$ cat src/rtl/des_pkg.sv
`default_nettype none
// ============================================================================
// Module   : des_pkg
// Brief    : DES S-box tables, chunk widths and FSM state encoding.
// Revision : 1.0 - initial release
// ============================================================================
package des_pkg;

    localparam int c_CHUNK_IN  = 6;
    localparam int c_CHUNK_OUT = 4;
    localparam int c_NUM_SBOX  = 8;

    typedef enum logic [1:0] {
        IDLE = 2'd0,
        PROC = 2'd1,
        DONE = 2'd2
    } state_t;

    // Entry [s][{row,col}]; each 64-bit literal is one table row, column 0 in the top nibble.
    localparam logic [0:7][0:63][3:0] c_SBOX = {
        64'hE4D12FB83A6C5907, 64'h0F74E2D1A6CB9538, 64'h41E8D62BFC973A50, 64'hFC8249175B3EA06D,
        64'hF18E6B34972DC05A, 64'h3D47F28EC01A69B5, 64'h0E7BA4D158C6932F, 64'hD8A13F42B67C05E9,
        64'hA09E63F51DC7B428, 64'hD70934A6285ECBF1, 64'hD6498F30B12C5AE7, 64'h1AD069874FE3B52C,
        64'h7DE3069A1285BC4F, 64'hD8B56F03472C1AE9, 64'hA690CB7DF13E5284, 64'h3F06A1D8945BC72E,
        64'h2C417AB6853FD0E9, 64'hEB2C47D150FA3986, 64'h421BAD78F9C5630E, 64'hB8C71E2D6F09A453,
        64'hC1AF92680D34E75B, 64'hAF427C9561DE0B38, 64'h9EF528C3704A1DB6, 64'h432C95FABE17608D,
        64'h4B2EF08D3C975A61, 64'hD0B7491AE35C2F86, 64'h14BDC37EAF680592, 64'h6BD814A7950FE23C,
        64'hD2846FB1A93E50C7, 64'h1FD8A374C56B0E92, 64'h7B419CE206ADF358, 64'h21E74A8DFC90356B
    };

    // Row is the outer chunk bits, column the inner four.
    function automatic logic [3:0] f_sbox(input logic [2:0] idx, input logic [5:0] chunk);
        return c_SBOX[idx][{chunk[5], chunk[0], chunk[4:1]}];
    endfunction

endpackage
`default_nettype wire

$ cat src/rtl/des_sbox.sv
`default_nettype none
// ============================================================================
// Module   : des_sbox
// Brief    : Combinational lookup of one 6-bit chunk in DES S-box idx.
// Revision : 1.0 - initial release
// ============================================================================
module des_sbox
    import des_pkg::*;
(
    input  logic [2:0]             idx,
    input  logic [c_CHUNK_IN-1:0]  chunk,
    output logic [c_CHUNK_OUT-1:0] sval
);

    always_comb begin
        sval = f_sbox(idx, chunk);
    end

endmodule
`default_nettype wire

$ cat src/rtl/des_sbox_layer.sv
`default_nettype none
// ============================================================================
// Module   : des_sbox_layer
// Brief    : Iterative DES substitution layer, LANES S-boxes per clock,
//            valid/ready on both sides.
// Revision : 1.0 - initial release
// ============================================================================
module des_sbox_layer
    import des_pkg::*;
#(
    parameter int LANES = 2
) (
    input  logic        clk,
    input  logic        rst,
    input  logic        in_valid,
    output logic        in_ready,
    input  logic [47:0] din,
    output logic        out_valid,
    input  logic        out_ready,
    output logic [31:0] dout,
    output logic        busy
);

    localparam int c_ITER     = 8 / LANES;
    localparam int c_CNT_W    = (c_ITER > 1) ? $clog2(c_ITER) : 1;
    localparam int c_IN_STEP  = c_CHUNK_IN * LANES;
    localparam int c_OUT_STEP = c_CHUNK_OUT * LANES;

    if (!(LANES == 1 || LANES == 2 || LANES == 4 || LANES == 8)) begin : g_bad_lanes
        $error("des_sbox_layer: LANES must be 1, 2, 4 or 8");
    end

    state_t              r_state_q, w_state_d;
    logic [47:0]         r_sreg_q, w_sreg_d;
    logic [c_CNT_W-1:0]  r_cnt_q, w_cnt_d;
    logic [31:0]         r_acc_q, w_acc_d;
    logic [31:0]         r_dout_q, w_dout_d;
    logic                r_out_valid_q;
    logic                r_busy_q;

    logic                w_accept;
    logic                w_last;
    logic [2:0]          w_base;
    logic [c_OUT_STEP-1:0] w_lane_bits;
    logic [31:0]         w_acc_next;

    // Lane k handles S-box cnt*LANES+k on the k-th chunk from the top.
    for (genvar k = 0; k < LANES; k++) begin : g_lane
        logic [2:0] w_idx;
        assign w_idx = w_base + 3'(k);
        des_sbox u_sbox (
            .idx   (w_idx),
            .chunk (r_sreg_q[47-c_CHUNK_IN*k -: c_CHUNK_IN]),
            .sval  (w_lane_bits[c_OUT_STEP-1-c_CHUNK_OUT*k -: c_CHUNK_OUT])
        );
    end

    assign in_ready  = (r_state_q == IDLE) || ((r_state_q == DONE) && out_ready);
    assign out_valid = r_out_valid_q;
    assign busy      = r_busy_q;
    assign dout      = r_dout_q;

    always_comb begin
        w_base     = 3'(32'(r_cnt_q) * LANES);
        w_last     = (r_cnt_q == c_CNT_W'(c_ITER - 1));
        w_acc_next = (r_acc_q << c_OUT_STEP) | 32'(w_lane_bits);
        w_accept   = in_valid && in_ready;

        w_state_d = r_state_q;
        w_sreg_d  = r_sreg_q;
        w_cnt_d   = r_cnt_q;
        w_acc_d   = r_acc_q;
        w_dout_d  = r_dout_q;

        case (r_state_q)
            IDLE: begin
                if (w_accept) begin
                    w_sreg_d  = din;
                    w_cnt_d   = '0;
                    w_state_d = PROC;
                end
            end
            PROC: begin
                w_sreg_d = r_sreg_q << c_IN_STEP;
                w_cnt_d  = r_cnt_q + c_CNT_W'(1);
                w_acc_d  = w_acc_next;
                // The accumulator has shifted a full 32 bits by now, so stale bits are gone.
                if (w_last) begin
                    w_dout_d  = w_acc_next;
                    w_state_d = DONE;
                end
            end
            DONE: begin
                if (out_ready) begin
                    if (in_valid) begin
                        w_sreg_d  = din;
                        w_cnt_d   = '0;
                        w_state_d = PROC;
                    end else begin
                        w_state_d = IDLE;
                    end
                end
            end
            default: begin
                w_state_d = IDLE;
            end
        endcase
    end

    always_ff @(posedge clk or posedge rst) begin
        if (rst) begin
            r_state_q     <= IDLE;
            r_sreg_q      <= '0;
            r_cnt_q       <= '0;
            r_acc_q       <= '0;
            r_dout_q      <= '0;
            r_out_valid_q <= 1'b0;
            r_busy_q      <= 1'b0;
        end else begin
            r_state_q     <= w_state_d;
            r_sreg_q      <= w_sreg_d;
            r_cnt_q       <= w_cnt_d;
            r_acc_q       <= w_acc_d;
            r_dout_q      <= w_dout_d;
            r_out_valid_q <= (w_state_d == DONE);
            r_busy_q      <= (w_state_d == PROC);
        end
    end

endmodule
`default_nettype wire

$ cat config.mk
export PLATFORM = sky130hd
export DESIGN_NAME = des_sbox_layer
export DESIGN_NICKNAME = d
export VERILOG_FILES = /design/src/rtl/des_pkg.sv /design/src/rtl/des_sbox.sv /design/src/rtl/des_sbox_layer.sv
export SDC_FILE = /design/constraint.sdc
export NUM_CORES = 1
export LEC_CHECK = 0
export CAP_MARGIN = 25
export CORE_MARGIN = 1.5
export CORE_UTILIZATION = 40
export CTS_CLUSTER_DIAMETER = 30
export DETAILED_ROUTE_END_ITERATION = 8
export GPL_TIMING_DRIVEN = 0
export MAX_ROUTING_LAYER = met4
export SETUP_SLACK_MARGIN = 0.2
export SYNTH_ARGS = -nofsm -noshare
export SYNTH_HDL_FRONTEND = slang
export SYNTH_SLANG_ARGS = --single-unit
$ cat constraint.sdc
create_clock -name clk -period 8.2 [get_ports clk]
set_input_delay 0.82 -clock clk [delete_from_list [all_inputs] [get_ports clk]]
set_output_delay 0.82 -clock clk [all_outputs]
set_load 0.03 [all_outputs]
==> results.md <==
* Crit-path max FO at 15
* Seq cells post-synth at 110
* Total negative slack at 0 ns
* Final hold vios at 0
* Max Root-Sink Buffers at 2
* Rows at 51
* Vias in the first global route at 8605
* DIE WIDTH at 145 um
* Clk Latency, worst-skew pair at 0.35 ns
* Status: finished, violations left
* Critical Path End Type: flip-flop
* Root Driver: clkbuf_16
* Synth area leader: dfrtp_1
* Core ar. at 19700 sq um
* Final period util at 53.3%
* Global route overflow at 0
* Asr flop ratio synth at 100%
* Number of hold buffers added after cts at 0
* Ratio of cells with drive above 1 in the final layout at 11.3%
* Die area at 21100 sq um
* CTS sink cnt at 110
* Max cap viols at 0
* Mean Syn Cell Area at 8.20 sq um
* CTS tree: built
* # setup viols final at 0
* Total wire length at 34.4 mm
* Mapped Cells at 988
* Initial antenna violation count at 0
* Commonest non-fill, non-tap cell in the layout: nand2_1
* Antenna-violating nets left at 0
* PortBufs at 86
* Placer congestion estimate at 1.02
* Main synth FF type: dfrtp_1
* Violated checks: DRC
* Max_slew headroom at 38.0%
* Initial Utilization at 41.2%
* Worst-Margin Slew at 0.906 ns
* Critical path startpoint category: flip-flop
* Wire per inst at 25.3 um
* H-tree levels at 3
* DRC viols at 1
* GR Layer Usage met3 at 7.62%
* CP Data Required Time at 8.41 ns
* Area grow syn2layout at 19.0%
* Fin crit period at 4.37 ns
* CP Class: flip-flop to flip-flop
* HP Class: flip-flop to flip-flop
* Global-route track usage on met1 at 42.8%
* RSZ-0062 raised after global routing: false
* Diodes inserted at 0
* Post-cts sizing count at 0
* Vias per cell at 6.46
* Most used routing layer: met2
* Clock skew at 0.00952 ns
* Reg clk slew, reported paths at 0.08 ns
* Total Routing Usage GR at 33.1%
* Sequential fraction of the synthesis area at 34.0%
* CTS Buf Count at 9
* Met2 usage at 48.9%
* Vias at 8754
* IO Pins at 87
* Hpwl dp at 24.3 mm
* Nets@finish at 1152
* Synth unique cells at 79
* Max Clock Freq at 229 MHz
* Most frequent cells in the layout: 151 x nand2_1, 110 x dfrtp_1, 93 x nor2_1, 86 x clkdlybuf4s50_1, 50 x o21ai_0
* Total setup buffers inserted after CTS at 0
* Post-synth EDFFs at 0
* Fillers at 1972
* Synth area leaders: dfrtp_1 34%, nand2_1 7.0%, nor2_1 4.3%
* Mapped cell area at 8110 sq um
* Final Max Slew Viols at 0
* DR iter-0 viols at 1205
* Share of the synthesized area in the top cell type at 34.0%
* Syn_nets at 1054
* First-pass GRT wire length at 52.5 mm
* CP arrival at 4.59 ns
* Yosys warns at 0
* Largest net degree at the start of global routing at 61
* First-pass DRT Iterations at 9
* Die height at 145 um
-- synth_stat cells (13+ instances only) --
library cell / n
a211oi_1: 13
a21oi_1: 42
a31oi_1: 24
buf_2: 38
clkbuf_1: 47
dfrtp_1: 110
ha_1: 14
inv_1: 18
mux2_2: 30
nand2_1: 151
nand2b_1: 21
nand3_1: 22
nor2_1: 93
nor2b_1: 32
nor3_1: 14
o211ai_1: 19
o21ai_0: 50
o22ai_1: 33
-- final cells by class --
class                           instances  area [sq um]  area share (%)
Buffer                                103           503            5.22
Tap cell                              265           332            3.44
Clock buffer                            9           225            2.34
Sequential cell                       110          2750            28.5
Multi-Input combinational cell        752          4760            49.4
Clock inverter                          7          88.8           0.921
Timing Repair Buffer                   87           888            9.21
Inverter                               23          91.3           0.947
-- sequential cells by signal (all words and copies together), names as in the netlist --
| signal | flops |
|---|---|
| busy | 1 |
| dout | 32 |
| out_valid | 1 |
| r_acc_q | 24 |
| r_cnt_q | 2 |
| r_sreg_q | 48 |
| r_state_q | 2 |
-- through the flow --
step / hold WS, ns / utilization [%] / setup WS [ns] / instances / instance area, sq um
after global routing: 0.502 / 49.1 / 3.69 / 1356 / 9640
final: 0.480 / 49.1 / 3.83 / 1356 / 9640
after detailed placement: 0.462 / 47.5 / 3.97 / 1340 / 9330
after global placement: 0.461 / 47.3 / 2.77 / 1339 / 9300
after floorplan: 0.442 / - / 4.48 / 988 / 8110
after CTS: 0.483 / 49.1 / 3.96 / 1356 / 9640
-- metal layers --
metal / vias up / routed length [um]
met5: - / 0
met4: 0 / 1420
met3: 132 / 3490
met2: 598 / 15000
met1: 4177 / 14500
li1: 3847 / -
-- kinds of logic after synthesis --
kind of cell	count (synthesis)	share of synthesized area, %
adders and majority gates	14	2.16
xor gates and xnor gates	4	0.432
muxes	48	7.93
AOI/OAI and AO/OA	302	26.3
and+or+nand+nor	384	21.9
buffers and inverters	126	7.30
DFF	110	34.0
-- final timing paths --
check	endpoint	cells past startpoint	startpoint	slack (ns)
worst min register to register	dout[6]	2	dout[6]	0.48
worst max register to register	dout[5]	12	r_cnt_q[0]	3.83
max in group asynchronous	r_sreg_q[40]	3	rst	6.58
min in group asynchronous	r_sreg_q[1]	2	rst	0.92
worst max-delay path	dout[5]	12	r_cnt_q[0]	3.83
worst min-delay path	dout[6]	2	dout[6]	0.48
-- worst max-delay path: stages, from the launching register on --
cell and delay (ns):
dfrtp_1 0.55, clkbuf_1 0.50, inv_1 0.12, buf_2 0.29
ha_1 0.35, buf_2 0.26, buf_2 0.37, mux2_2 0.24
a21oi_1 0.06, a2111oi_0 0.83, a31oi_1 0.09, a32oi_1 0.45
o21ai_0 0.13
Power is left out: the tool's default activity adds up to more than one toggle a clock period on the data nets, which glitch-free logic cannot reach.
